`src/rtl/alu_mdu_pkg.sv`:
```
// Shared constants for the ALU/MDU block: opcode encodings, FSM state
// encoding and the status-flag bundle registered alongside each result.
package alu_mdu_pkg;

  // Opcode encodings seen on alu_op
  localparam logic [3:0] OP_AND   = 4'b0000;
  localparam logic [3:0] OP_OR    = 4'b0001;
  localparam logic [3:0] OP_ADD   = 4'b0010;
  localparam logic [3:0] OP_NOR   = 4'b0101;
  localparam logic [3:0] OP_SUB   = 4'b0110;
  localparam logic [3:0] OP_SLT   = 4'b0111;
  localparam logic [3:0] OP_MULTU = 4'b1000;
  localparam logic [3:0] OP_DIVU  = 4'b1001;

  // Control FSM encoding
  localparam logic [1:0] ST_IDLE = 2'd0;
  localparam logic [1:0] ST_MUL  = 2'd1;
  localparam logic [1:0] ST_DIV  = 2'd2;
  localparam logic [1:0] ST_DONE = 2'd3;

  // Status flags travel with the result registers
  typedef struct packed {
    logic zero;
    logic overflow;
    logic gtz;
    logic div_by_zero;
  } flags_t;

endpackage

```
`src/rtl/mdu_iter.sv`:
```
// Iterative unsigned multiply (shift-add) / divide (restoring) engine.
// One iteration per clock; done_o is high during the final iteration and
// lo_o/hi_o then carry the finished product or quotient/remainder.
module mdu_iter #(
  parameter int WIDTH = 32
) (
  input  logic             clk,
  input  logic             rst,
  input  logic             start_i,
  input  logic             op_div_i,
  input  logic [WIDTH-1:0] a_i,
  input  logic [WIDTH-1:0] b_i,
  output logic             done_o,
  output logic [WIDTH-1:0] lo_o,
  output logic [WIDTH-1:0] hi_o
);

  localparam int CW = $clog2(WIDTH) + 1;

  logic             busy_q;
  logic             div_q;
  logic [CW-1:0]    cnt_q;
  logic [WIDTH-1:0] hi_q, hi_d;    // product high half / partial remainder
  logic [WIDTH-1:0] lo_q, lo_d;    // multiplier / dividend, shifts into result
  logic [WIDTH-1:0] opnd_q;        // multiplicand / divisor
  logic [WIDTH:0]   mul_sum;
  logic [WIDTH:0]   div_shift;
  logic [WIDTH:0]   div_trial;
  logic             last;

  // One shift-add or restoring-divide step from the current registers
  always_comb begin
    // NOTE: every always_comb output gets a default first so no path leaves it unassigned and infers a latch.
    hi_d      = hi_q;
    lo_d      = lo_q;
    mul_sum   = {1'b0, hi_q} + (lo_q[0] ? {1'b0, opnd_q} : '0);
    div_shift = {hi_q, lo_q[WIDTH-1]};
    div_trial = div_shift - {1'b0, opnd_q};
    if (div_q) begin
      if (div_trial[WIDTH]) begin
        // Trial went negative: restore, quotient bit 0
        hi_d = div_shift[WIDTH-1:0];
        lo_d = {lo_q[WIDTH-2:0], 1'b0};
      end else begin
        hi_d = div_trial[WIDTH-1:0];
        lo_d = {lo_q[WIDTH-2:0], 1'b1};
      end
    end else begin
      // Carry-out of the add shifts into the top of the high half
      hi_d = mul_sum[WIDTH:1];
      lo_d = {mul_sum[0], lo_q[WIDTH-1:1]};
    end
  end

  assign last   = (cnt_q == CW'(WIDTH - 1));
  assign done_o = busy_q && last;
  assign lo_o   = lo_d;
  assign hi_o   = hi_d;

  // Load operands on start, then iterate WIDTH times
  always_ff @(posedge clk) begin
    // NOTE: sequential state uses non-blocking assignments so every register samples pre-edge values.
    if (rst) begin
      busy_q <= 1'b0;
      div_q  <= 1'b0;
      cnt_q  <= '0;
      hi_q   <= '0;
      lo_q   <= '0;
      opnd_q <= '0;
    end else if (start_i) begin
      busy_q <= 1'b1;
      div_q  <= op_div_i;
      cnt_q  <= '0;
      hi_q   <= '0;
      lo_q   <= a_i;
      opnd_q <= b_i;
    end else if (busy_q) begin
      hi_q <= hi_d;
      lo_q <= lo_d;
      if (last) begin
        busy_q <= 1'b0;
        cnt_q  <= '0;
      end else begin
        cnt_q <= cnt_q + 1'b1;
      end
    end
  end

endmodule

```
`src/rtl/alu_mdu.sv`:
```
// ALU with iterative multiply/divide behind a valid/ready handshake.
// Single-cycle ops finish one edge after acceptance; MULTU and DIVU (b!=0)
// run WIDTH iterations in mdu_iter. Results are held in DONE until taken.
module alu_mdu
  import alu_mdu_pkg::*;
#(
  parameter int WIDTH = 32
) (
  input  logic             clk,
  input  logic             rst,
  input  logic             in_valid,
  output logic             in_ready,
  input  logic [WIDTH-1:0] a,
  input  logic [WIDTH-1:0] b,
  input  logic [3:0]       alu_op,
  output logic             out_valid,
  input  logic             out_ready,
  output logic [WIDTH-1:0] result,
  output logic [WIDTH-1:0] result_hi,
  output logic             zero,
  output logic             overflow,
  output logic             gtz,
  output logic             div_by_zero
);

  logic [1:0]       state_q, state_d;
  logic [WIDTH-1:0] result_q, result_d;
  logic [WIDTH-1:0] result_hi_q, result_hi_d;
  flags_t           flags_q, flags_d;

  logic             accept;
  logic             mdu_start, mdu_div, mdu_done;
  logic [WIDTH-1:0] mdu_lo, mdu_hi;

  logic [WIDTH-1:0] sum, diff;
  logic [WIDTH-1:0] sc_lo, sc_hi;
  flags_t           sc_flags;
  logic             sc_known;

  assign in_ready = !rst && ((state_q == ST_IDLE) ||
                             ((state_q == ST_DONE) && out_ready));
  assign accept   = in_valid && in_ready;

  // Single-cycle result and flags straight from the request operands
  always_comb begin
    sum      = a + b;
    diff     = a - b;
    sc_lo    = '0;
    sc_hi    = '0;
    sc_flags = '0;
    sc_known = 1'b1;
    case (alu_op)
      OP_ADD: begin
        sc_lo             = sum;
        sc_flags.overflow = (a[WIDTH-1] == b[WIDTH-1]) && (sum[WIDTH-1] != a[WIDTH-1]);
      end
      OP_SUB: begin
        sc_lo             = diff;
        sc_flags.overflow = (a[WIDTH-1] != b[WIDTH-1]) && (diff[WIDTH-1] != a[WIDTH-1]);
        sc_flags.gtz      = !a[WIDTH-1] && (a != '0);
      end
      // Signed compare directly, so it stays correct when a-b overflows
      OP_SLT:  sc_lo = {{(WIDTH-1){1'b0}}, ($signed(a) < $signed(b))};
      OP_AND:  sc_lo = a & b;
      OP_OR:   sc_lo = a | b;
      OP_NOR:  sc_lo = ~(a | b);
      // Only reaches the output when b==0: divide-by-zero shortcut
      OP_DIVU: begin
        sc_lo                = '1;
        sc_hi                = a;
        sc_flags.div_by_zero = 1'b1;
      end
      default: sc_known = 1'b0;
    endcase
    sc_flags.zero = sc_known && (sc_lo == '0) && (sc_hi == '0);
  end

  // Control FSM and result-register next state
  always_comb begin
    state_d     = state_q;
    result_d    = result_q;
    result_hi_d = result_hi_q;
    flags_d     = flags_q;
    mdu_start   = 1'b0;
    mdu_div     = 1'b0;
    case (state_q)
      ST_MUL, ST_DIV: begin
        if (mdu_done) begin
          state_d      = ST_DONE;
          result_d     = mdu_lo;
          result_hi_d  = mdu_hi;
          flags_d      = '0;
          flags_d.zero = (mdu_lo == '0) && (mdu_hi == '0);
        end
      end
      ST_DONE: if (out_ready) state_d = ST_IDLE;
      default: ;
    endcase
    // A handshake (only possible in IDLE or a draining DONE) overrides
    if (accept) begin
      if (alu_op == OP_MULTU) begin
        state_d   = ST_MUL;
        mdu_start = 1'b1;
      end else if ((alu_op == OP_DIVU) && (b != '0)) begin
        state_d   = ST_DIV;
        mdu_start = 1'b1;
        mdu_div   = 1'b1;
      end else begin
        state_d     = ST_DONE;
        result_d    = sc_lo;
        result_hi_d = sc_hi;
        flags_d     = sc_flags;
      end
    end
  end

  // State and result registers
  always_ff @(posedge clk) begin
    // NOTE: result registers are cleared on reset so outputs read zero before the first operation.
    if (rst) begin
      state_q     <= ST_IDLE;
      result_q    <= '0;
      result_hi_q <= '0;
      flags_q     <= '0;
    end else begin
      state_q     <= state_d;
      result_q    <= result_d;
      result_hi_q <= result_hi_d;
      flags_q     <= flags_d;
    end
  end

  mdu_iter #(.WIDTH(WIDTH)) u_mdu_iter (
    .clk      (clk),
    .rst      (rst),
    .start_i  (mdu_start),
    .op_div_i (mdu_div),
    .a_i      (a),
    .b_i      (b),
    .done_o   (mdu_done),
    .lo_o     (mdu_lo),
    .hi_o     (mdu_hi)
  );

  assign out_valid   = (state_q == ST_DONE);
  assign result      = result_q;
  assign result_hi   = result_hi_q;
  assign zero        = flags_q.zero;
  assign overflow    = flags_q.overflow;
  assign gtz         = flags_q.gtz;
  assign div_by_zero = flags_q.div_by_zero;

endmodule

```
`config.mk`:
```
export PLATFORM = sky130hd
export DESIGN_NAME = alu_mdu
export DESIGN_NICKNAME = d
export VERILOG_FILES = /design/src/rtl/alu_mdu_pkg.sv /design/src/rtl/mdu_iter.sv /design/src/rtl/alu_mdu.sv
export SDC_FILE = /design/constraint.sdc
export NUM_CORES = 1
export LEC_CHECK = 0
export ABC_AREA = 1
export BUFFER_PORTS_ARGS = -buffer_cell sky130_fd_sc_hd__buf_2
export CAP_MARGIN = 10
export CORE_MARGIN = 8
export CORE_UTILIZATION = 50
export DETAILED_ROUTE_END_ITERATION = 16
export GPL_ROUTABILITY_DRIVEN = 1
export PLACE_DENSITY = 0.68
export SYNTH_ARGS = -nofsm -noshare
export SYNTH_HDL_FRONTEND = slang
export SYNTH_SLANG_ARGS = --single-unit
export TNS_END_PERCENT = 5
```
`constraint.sdc`:
```
create_clock -name clk -period 7.7 [get_ports clk]
set_input_delay 1.54 -clock clk [delete_from_list [all_inputs] [get_ports clk]]
set_output_delay 1.54 -clock clk [all_outputs]
set_load 0.03 [all_outputs]
```
==> metrics.md <==
| Metric | Value |
|---|---|
| Outcome | complete, no violations |
| Terminus of the critical flop-to-flop path | zero$_SDFF_PP0_ |
| Post-synth cell types | 50 |
| Standard-cell rows | slightly above 70 |
| Initial DRC count | 2812 |
| Num CTS Buffers | 17 |
| Setup TNS after final layout | 0 ps |
| Post-Route WL | 87000 um |
| Logic gate share of total power | between 40% and 50% |
| Buffer depth of the longest clock path | 2 |
| Register area share after synthesis | about 18% |
| Postcts setup bufs | 0 |
| Reg2Reg Depth | 24 |
| Number of endpoints failing setup at the final stage | 0 |
| Most repeated cell in the gate-level netlist after synthesis | nand2_1 |
| Core area | 0.0376 mm^2 |
| Proportion of layout cells with a drive suffix above 1 | a little over 8% |
| Syn-to-layout area delta | 8.61% |
| I/O pin count | around 140 |
| Die Footprint | about 0.045 mm^2 |
| Period Utilization, post-route | just over 60% |
| P_int | between 1.5 and 2 mW |
| Non-filler instance count after layout | a little under 4000 |
| CTS HTree Levels | 4 |
| Min Clock Period, post-route | around 4700 ps |
| Data required, critical path | between 8000 and 9000 ps |
| Cell leakage power | approximately 11 nW |
| #FFs+latches synth | between 150 and 200 |
| Switching power total | between 1.5 and 2 mW |
| Post-detail-place hpwl | slightly below 70000 um |
| Post-placement cell count | around 3800 |
| Switching power as a share of total power | a little under half |
| Tightest Pin Transition | 1020 ps |
| Leading cell types by total area after synthesis | dfxtp_1, nand2_1, ha_1, inv_1, a21oi_1 |
| WS Path Type | input pin to flop |
| Root buffer cell | clkbuf_16 |
| Reg2Reg Launch Point | u_mdu_iter.lo_q[31]$_SDFFE_PP0P_ |
| Antenna Violating Nets Remaining | 0 |
| WHS Path Cells | 2 |
| Dominant cell type by area after synthesis | dfxtp_1 |
| Number of sinks on the clock net | between 150 and 200 |
| Filler cells | around 4000 |
| Die height | between 200 and 250 um |
| Pre-antenna DRT Iters | 6 |
| Delay of the slowest critical-path stage | ~670 ps |
| Number of flops mapped to enable cells by yosys | 0 |
| Post-Syn Area per Cell | roughly 5.8 um^2 |
| Count of inserted antenna diode cells | 0 |
| Critical Path End Type | flop |
| Wire length of the first global-routing pass | roughly 130000 um |
| Largest fanout on the critical path | 21 |
| Maximum clock frequency | ~210 MHz |
| Ordered cell list for the critical path | buf_2, inv_1, nand4_1, nor2_1, nand3_1, or2_1, nand2_1, a21oi_4, inv_1, nand2_1, buf_4, a21oi_1, o21ai_0, inv_1 |
| Routed via count | 23000 |
| Hold buffers post-CTS | 0 |
| Hold wc startpoint | u_mdu_iter.lo_q[14]$_SDFFE_PP0P_ |
| Cell area reported after detailed placement | about 0.02 mm^2 |
| Remaining Overflow, GRT | 0 |
| Area of all placed cells without fillers | 0.0206 mm^2 |
| Clk Latency, worst-skew pair | 450 ps |
| Clock-pin slew reported for the worst setup and hold paths after clock tree synthesis | 80 ps |
| Arrival @ worst endpoint | 5090 ps |
| Number of remaining DRC errors | 0 |
| Worst slew margin | a little under a third |
| Post-synth net total | about 3500 |
| Warnings from Yosys | 0 |
| Reg2Reg Setup Slack | 3470 ps |
| Proportion of netlist area held by the largest area contributor | a little under a fifth |
| TritonCTS clock tree | built |
| Sequential Power Share | 28.9% |
| Combined area of all synthesized cells | 0.0190 mm^2 |
| GR Util All Layers | around 38% |
| Total power | between 3 and 4 mW |
| Clock network fraction of total power | ~27% |
| Maximum VDD drop | 0.168 mV |
| Number of cells produced by synthesis | 3274 |
| Worst hold path type | flop to flop |
| Via count of the first global-routing pass | approximately 22000 |
| Setup repair after global routing missed its margin | no |
| Post-CTS sizing | 0 |
| Number of input and output port buffers inserted | 141 |
| Share of synthesized flip-flops with an asynchronous set or reset | 0% |
| Skew final | approximately 17 ps |
| Final count of hold timing violations | 0 |
| Largest net degree at the start of global routing | slightly below 90 |
| Pwr Density | about 170 mW/mm^2 |
| Weighted congestion at the end of routability-driven global placement | between 1 and 1.5 |
| Most instantiated flip-flop cell in the synthesis netlist | dfxtp_1 |
| Antenna violations before repair | 1 |
| Crit path max-delay cell type | inv_1 |
| Crit-path most repeated cell | inv_1 |
| Launching element type of the critical path | input pin |
| Post-detailed-route via-to-cell ratio | roughly 6.0 |
| DR WL/cell | ~23 um |
| NumNets Final | 3577 |
| Horizontal extent of the die | 211 um |
| Starting utilization of the core area | roughly half |
| Number of max-slew violations in the final report | 0 |
| Cell types with the highest counts after synthesis | nand2_1, inv_1, a21oi_1, nor2_1, o21ai_0 |
| Number of maximum-capacitance constraint violations | 0 |
| Hold Crit Endpoint | u_mdu_iter.lo_q[14]$_SDFFE_PP0P_ |
[through the flow]
step | hold slack (ps) | worst slack, ps | utilization (%)
floorplan | 457 | 3900 | -
global placement | 470 | 2740 | 53.3
detailed placement | 479 | 2730 | 53.3
CTS | 490 | 3170 | 55.0
global route | 510 | 2810 | 55.0
finish | 491 | 3000 | 55.0
[worst max path at each step]
| stage | from | endpoint | cells past startpoint |
|---|---|---|---|
| after floorplan | rst | u_mdu_iter.lo_q[19]$_SDFFE_PP0P_ | 8 |
| after global placement | b[5] | u_mdu_iter.hi_q[4]$_SDFFE_PP0P_ | 14 |
| after detailed placement | b[5] | u_mdu_iter.hi_q[6]$_SDFFE_PP0P_ | 14 |
| after CTS | b[5] | u_mdu_iter.hi_q[6]$_SDFFE_PP0P_ | 14 |
| after global routing | b[5] | u_mdu_iter.hi_q[2]$_SDFFE_PP0P_ | 14 |
| final | b[5] | u_mdu_iter.hi_q[6]$_SDFFE_PP0P_ | 14 |
[power groups by stage]
stage | registers, mW | logic [mW] | clock network [mW]
floorplan | 1.04 | 0.945 | 0
global placement | 1.00 | 1.44 | 0
detailed placement | 1.00 | 1.46 | 0
CTS | 0.984 | 1.47 | 0.925
global route | 0.989 | 1.64 | 0.965
finish | 0.987 | 1.51 | 0.926
[registers in the layout (all words and copies together) (netlist names)]
register,cells
result_hi,32
result,32
u_mdu_iter.hi_q,32
overflow,1
u_mdu_iter.div_q,1
u_mdu_iter.cnt_q,6
gtz,1
u_mdu_iter.busy_q,1
u_mdu_iter.opnd_q,32
div_by_zero,1
state_q,2
zero,1
u_mdu_iter.lo_q,32
[placed cells by master, fill, tap and decap left out, drive strengths merged, types with 8 or more instances in the layout]
cell type / instances
nand2: 863
inv: 525
a21oi: 316
nor2: 295
o21ai: 262
nand3: 192
dfxtp: 174
ha: 170
buf: 162
nand4: 41
nor3: 37
or2: 33
o211ai: 31
a31oi: 29
o21bai: 26
a211oi: 22
o22ai: 17
clkbuf: 17
xor2: 15
mux2i: 14
nor4: 13
o2111ai: 13
a21o: 12
nand3b: 12
a221oi: 9
o21a: 8
xnor2: 8
[routing by layer]
layer  GRT usage, %  up-vias  routed length, um
met4           27.2        0               6860
met2           60.4     1347              38300
li1               -    10800                  -
met1           45.6    10600              33500
met5              0        -                  0
met3           7.03      284               8330
[layout make-up]
type                       instances  area, um^2  share of cell area, %
clock buffer                      17         425                   2.06
timing repair buffer             162         863                   4.18
multi-input combinational       2459       13100                   63.5
clock inverter                    15         190                  0.921
inverter                         517        1940                   9.40
tap                              511         639                   3.10
sequential                       174        3480                   16.9
[worst max-delay path: cells and delay by family]
kind,cells,cell delay (ps)
simple gates,6,1720
buf+inv,5,1500
compound gates,3,320
[logic make-up after synthesis]
group | synth area share, %
compound gates | 22.5
xor+xnor | 1.06
fa+ha+maj | 11.6
buf+inv | 12.9
flops | 18.3
mux | 0.737
simple gates | 32.9
No activity file was read; power rests on OpenSTA's default activity.
